File: src/rtl/prl_rx_pe_dispatch.sv
// Buffers PRL RX message notifications in a small FIFO and presents them to the
// policy engine over a valid/ack handshake, with Soft_Reset replace and flush.
module prl_rx_pe_dispatch #(
  parameter int         DEPTH           = 4,
  parameter logic [6:0] SOFT_RESET_TYPE = 7'h0D
) (
  input  logic                     clk,
  input  logic                     rst,
  input  logic                     pl2pe_rx_en,
  input  logic [6:0]               pl2pe_rx_type,
  input  logic [2:0]               pl2pe_rx_sop_type,
  input  logic [22:0]              pl2pe_rx_info,
  output logic                     pe_rx_vld,
  output logic [6:0]               pe_rx_type,
  output logic [2:0]               pe_rx_sop_type,
  output logic [22:0]              pe_rx_info,
  input  logic                     pe_rx_ack,
  input  logic                     pe_rx_flush,
  output logic                     rx_ovf,
  input  logic                     rx_ovf_clr,
  output logic [7:0]               rx_drop_cnt,
  output logic [$clog2(DEPTH):0]   rx_q_cnt
);

  localparam int AW = $clog2(DEPTH);
  localparam int CW = AW + 1;
  localparam logic [AW-1:0] PTR_ZERO = {AW{1'b0}};
  localparam logic [AW-1:0] PTR_ONE  = AW'(1'b1);
  localparam logic [CW-1:0] CNT_ZERO = {CW{1'b0}};
  localparam logic [CW-1:0] CNT_ONE  = CW'(1'b1);
  localparam logic [CW-1:0] CNT_FULL = CW'(DEPTH);

  logic [32:0]   mem_r [DEPTH];
  logic [AW-1:0] wr_ptr_r, rd_ptr_r;
  logic [CW-1:0] cnt_r;
  logic          ovf_r;
  logic [7:0]    drop_cnt_r;

  logic [32:0]   entry_s;
  logic          sr_s, push_s, pop_s, full_s, push_ok_s, drop_s, wr_en_s;
  logic [AW-1:0] wr_idx_s, wr_ptr_nxt_s, rd_ptr_nxt_s;
  logic [CW-1:0] cnt_nxt_s;
  logic          ovf_nxt_s;
  logic [7:0]    drop_cnt_nxt_s;

  assign entry_s = {pl2pe_rx_type, pl2pe_rx_sop_type, pl2pe_rx_info};
  assign sr_s    = pl2pe_rx_en && (pl2pe_rx_type == SOFT_RESET_TYPE);
  assign push_s  = pl2pe_rx_en && (pl2pe_rx_type != SOFT_RESET_TYPE);
  assign pop_s   = pe_rx_ack && (cnt_r != CNT_ZERO);
  assign full_s  = (cnt_r == CNT_FULL);
  // A flushed push is simply discarded; only a genuine full-queue push is a drop.
  assign drop_s  = push_s && full_s && !pop_s && !pe_rx_flush;

  // Queue next-state: flush beats Soft_Reset, which beats normal push/pop.
  always_comb begin
    wr_en_s      = 1'b0;
    wr_idx_s     = wr_ptr_r;
    wr_ptr_nxt_s = wr_ptr_r;
    rd_ptr_nxt_s = rd_ptr_r;
    cnt_nxt_s    = cnt_r;
    push_ok_s    = 1'b0;
    if (pe_rx_flush) begin
      wr_ptr_nxt_s = PTR_ZERO;
      rd_ptr_nxt_s = PTR_ZERO;
      cnt_nxt_s    = CNT_ZERO;
    end else if (sr_s) begin
      wr_en_s      = 1'b1;
      wr_idx_s     = PTR_ZERO;
      rd_ptr_nxt_s = PTR_ZERO;
      wr_ptr_nxt_s = PTR_ONE;
      cnt_nxt_s    = CNT_ONE;
    end else begin
      push_ok_s = push_s && (!full_s || pop_s);
      if (push_ok_s) begin
        wr_en_s      = 1'b1;
        wr_ptr_nxt_s = wr_ptr_r + PTR_ONE;
      end else begin
        wr_ptr_nxt_s = wr_ptr_r;
      end
      if (pop_s) begin
        rd_ptr_nxt_s = rd_ptr_r + PTR_ONE;
      end else begin
        rd_ptr_nxt_s = rd_ptr_r;
      end
      case ({push_ok_s, pop_s})
        2'b10:   cnt_nxt_s = cnt_r + CNT_ONE;
        2'b01:   cnt_nxt_s = cnt_r - CNT_ONE;
        default: cnt_nxt_s = cnt_r;
      endcase
    end
  end

  // Overflow status: a same-cycle drop wins over clear and restarts the count at 1.
  always_comb begin
    ovf_nxt_s      = ovf_r;
    drop_cnt_nxt_s = drop_cnt_r;
    if (drop_s) begin
      ovf_nxt_s = 1'b1;
      if (rx_ovf_clr) begin
        drop_cnt_nxt_s = 8'd1;
      end else if (drop_cnt_r != 8'hFF) begin
        drop_cnt_nxt_s = drop_cnt_r + 8'd1;
      end else begin
        drop_cnt_nxt_s = drop_cnt_r;
      end
    end else if (rx_ovf_clr) begin
      ovf_nxt_s      = 1'b0;
      drop_cnt_nxt_s = 8'd0;
    end else begin
      ovf_nxt_s      = ovf_r;
      drop_cnt_nxt_s = drop_cnt_r;
    end
  end

  // State and storage registers.
  always_ff @(posedge clk) begin
    if (rst) begin
      for (int i = 0; i < DEPTH; i++) begin
        mem_r[i] <= {33{1'b0}};
      end
      wr_ptr_r   <= PTR_ZERO;
      rd_ptr_r   <= PTR_ZERO;
      cnt_r      <= CNT_ZERO;
      ovf_r      <= 1'b0;
      drop_cnt_r <= 8'd0;
    end else begin
      if (wr_en_s) begin
        mem_r[wr_idx_s] <= entry_s;
      end
      wr_ptr_r   <= wr_ptr_nxt_s;
      rd_ptr_r   <= rd_ptr_nxt_s;
      cnt_r      <= cnt_nxt_s;
      ovf_r      <= ovf_nxt_s;
      drop_cnt_r <= drop_cnt_nxt_s;
    end
  end

  assign pe_rx_vld      = (cnt_r != CNT_ZERO);
  assign pe_rx_type     = mem_r[rd_ptr_r][32:26];
  assign pe_rx_sop_type = mem_r[rd_ptr_r][25:23];
  assign pe_rx_info     = mem_r[rd_ptr_r][22:0];
  assign rx_ovf         = ovf_r;
  assign rx_drop_cnt    = drop_cnt_r;
  assign rx_q_cnt       = cnt_r;

endmodule

File: config.mk
export PLATFORM = sky130hd
export DESIGN_NAME = prl_rx_pe_dispatch
export DESIGN_NICKNAME = d
export VERILOG_FILES = /design/src/rtl/prl_rx_pe_dispatch.sv
export SDC_FILE = /design/constraint.sdc
export NUM_CORES = 1
export LEC_CHECK = 0
export ABC_AREA = 1
export CAP_MARGIN = 20
export CORE_MARGIN = 10
export CORE_UTILIZATION = 50
export DETAILED_ROUTE_END_ITERATION = 8
export PLACE_DENSITY = 0.83
export SYNTH_ARGS = -nofsm -noshare
export SYNTH_HDL_FRONTEND = slang
export SYNTH_SLANG_ARGS = --single-unit
File: constraint.sdc
create_clock -name clk -period 5.2 [get_ports clk]
set_input_delay 0.52 -clock clk [delete_from_list [all_inputs] [get_ports clk]]
set_output_delay 0.52 -clock clk [all_outputs]
set_load 0.02 [all_outputs]
==> metrics <==
TNS Setup=0 ns; most frequent cells in the layout=nor2_1, edfxtp_1, clkdlybuf4s50_1, o21ai_0, inv_1; Register Area=4325 µm²; Pleak=~3.2 nW; first-pass GRT wire length=about 26,000 µm; Hold EP=rd_ptr_r[1]$_SDFFE_PP0P_; latest clock arrival within the worst-skew pair=about 0.42 ns; PwrDens=about 350 nW/µm²; GRT overflow=0; hold path depth=2; Hold Crit Start=rd_ptr_r[1]$_SDFFE_PP0P_; die area=roughly 19,000 µm²; layout cells sized above 1=under 10%; sequential element share of the synthesized area=between 60 and 70%; Ports=85; Clk pwr share=a little over two fifths; IO buf count=84; vias per inst=5.437; clk slew on worst S/H paths=~0.06 ns; top cells by area, synth=edfxtp_1, nor2_1, dfxtp_1; number of max-cap violations=0; CTS root buf=clkbuf_16; largest net degree at the start of global routing=a little under 70; FF-to-FF End=mem_r[2][6]$_SDFFCE_PN0P_; Internal Pwr Total=between 2 and 2.5 mW; FP Rows=42; final hold viol count=0; crit path max fanout=67; residual DRC count=0; post-CTS setup buffers=0; clock tree buffer depth=2; Post-Syn Instances=671; worst-case vdd ir drop=roughly 0.24 mV; leading area contributor after synthesis=edfxtp_1; post_cts resized=0; commonest non-fill, non-tap cell in the layout=nor2_1; Switch Pwr=just over 0.6 mW; DR vias=between 5,000 and 6,000; RSZ-0062 raised after global routing=false; nets=approximately 800; Core Area=13,300 µm²; post-synth top area share=58.11%; Synthesis Warnings=0; antenna violations before repair=0; total wire length=around 16,000 µm; drt wl/cell=around 17 µm; mapped cell area=around 7000 µm²; max incr delay on CP=about 0.85 ns; Worst R2R Setup Slack=~2.4 ns; cts bufs inserted=17; # setup viols final=0; Initial Utilization=roughly half; CTS tree=built; Post-DRT Antenna Nets=0; Filler Cells Inserted=approximately 1,000; H-tree Lvls=4; Tightest Hold Check Type=reg -> reg; Antenna Cells=0; WS Path Type=reg -> out; Comb pwr share=about 8.5%; Layout Utilization=between 60% and 70%; Setup crit start kind=flip-flop; post-synthesis cell type count=28; Overall Global Routing Usage=~17%; CP required=around 4.7 ns; Sequential Power Share=around half; Worst Tran Pin Value=between 1 and 1.5 ns; FMAX=~280 MHz; WP buf/inv=3; vias in the first global route=roughly 5,200; status=complete, no violations; TritonRoute pass-1 iters=5; CTS sink cnt=150; switching share of power=a little over a fifth; Multi-input gate area=between 2000 and 2500 µm²; Max Transition Viols Final=0; R2R Path Start=rx_q_cnt[0]$_SDFFE_PP0P_; period utilization=about two thirds; #FFs+latches synth=150; syn_nets=714; Worst EP arrival=slightly above 3 ns; Slowest cell on crit path=inv_2; Layout Skew=roughly 0.0046 ns; Critical Path Sink Type=output port; Die Width=~140 µm; RD Place Congestion=0.8480; Die Y-Extent=136.8 µm; worst reg2reg path depth=6; DPL Wire Length=between 9000 and 10,000 µm; critical-path cell list=buf_4 > inv_2 > o21ai_0 > o22ai_1 > clkdlybuf4s50_1; Iter 0 DRT Violations=~440; Slew HR=a little under a third; area growth from synthesis to layout=22.01%; Syn Area/Cell=between 10 and 15 µm²; critical path's top delay family=buffers and inverters; post-cts hold buffer count=0; clock period minus worst slack=3.565 ns
worst max-delay path by stage:
stage                          start  slack, ns  cells after the start                   endpoint
floorplan           pl2pe_rx_type[3]       2.04                      9      mem_r[3][0]$_DFFE_PP_
global placement    pl2pe_rx_type[6]       1.88                      8  mem_r[0][6]$_SDFFCE_PN0P_
detailed placement  pl2pe_rx_type[6]       1.70                      8  mem_r[2][6]$_SDFFCE_PN0P_
CTS                        flip-flop       1.64                      5          pe_rx_sop_type[0]
global route               flip-flop       1.44                      5              pe_rx_type[3]
finish                     flip-flop       1.63                      5             pe_rx_info[21]
power by group through the flow:
stage | Combinational, mW | Clock (mW) | Sequential [mW]
finish | 0.246 | 1.25 | 1.39
global route | 0.266 | 1.31 | 1.39
CTS | 0.245 | 1.26 | 1.39
detailed placement | 0.243 | 0 | 1.41
global placement | 0.236 | 0 | 1.41
floorplan | 0.131 | 0 | 1.41
cell type report:
| type | instances | share of cell area [%] |
|---|---|---|
| clock inverter | 10 | 1.864 |
| tap | 176 | 2.646 |
| sequential | 150 | 51.97 |
| clock buffer | 21 | 5.292 |
| multi-input combinational | 424 | 24.74 |
| inverter | 63 | 2.871 |
| timing repair buffer | 87 | 10.61 |
metrics by stage:
stage                     instances  instance area, µm²  power (mW)  setup WS [ns]  hold WS [ns]
after CTS                       930                8295       2.891          1.638        0.4774
after global placement          899                7700       1.647          1.877        0.4496
after global routing            931                8323       2.974          1.437        0.5120
after floorplan                 671                6822       1.540          2.042        0.4356
after detailed placement        899                7700       1.657          1.704        0.4656
final                           931                8323       2.882          1.635        0.4714
logic make-up after synthesis:
family	after synthesis	share of synthesized area, %
simple gates	294	18.91
flops	150	63.39
compound gates	122	9.648
buf+inv	97	6.695
xor+xnor	4	0.5135
fa+ha+maj	4	0.8438
sequential cells by signal, summed over array words and instances, names as in the netlist, named ones only:
name,cells
rx_q_cnt,3
rd_ptr_r,2
mem_r,132
rx_drop_cnt,8
wr_ptr_r,2
rx_ovf,1
tightest hold or removal path: cells and delay by family (launching register included):
kind | cells | cell delay (ns)
flip-flops | 1 | 0.30
buffers and inverters | 1 | 0.05
AO/OA/AOI/OAI | 1 | 0.07
cells in the mapped netlist, drive strengths merged:
cell and n:
nor2 228, edfxtp 132, o21ai 71, inv 63, nand2 41, o22ai 33
clkbuf 21, dfxtp 18, nand3 18, a21oi 17, buf 13, nand4 5
xor2 4, ha 3, nor3 2, a21o 1, fa 1
layer usage:
metal  share of wire (%)  global-route usage, %
met4                 1.4                  6.616
met1                  39                  19.99
met3                 8.3                  5.059
met5                   0                      0
met2                  51                  29.58
Power figures use the tool's default switching activity.
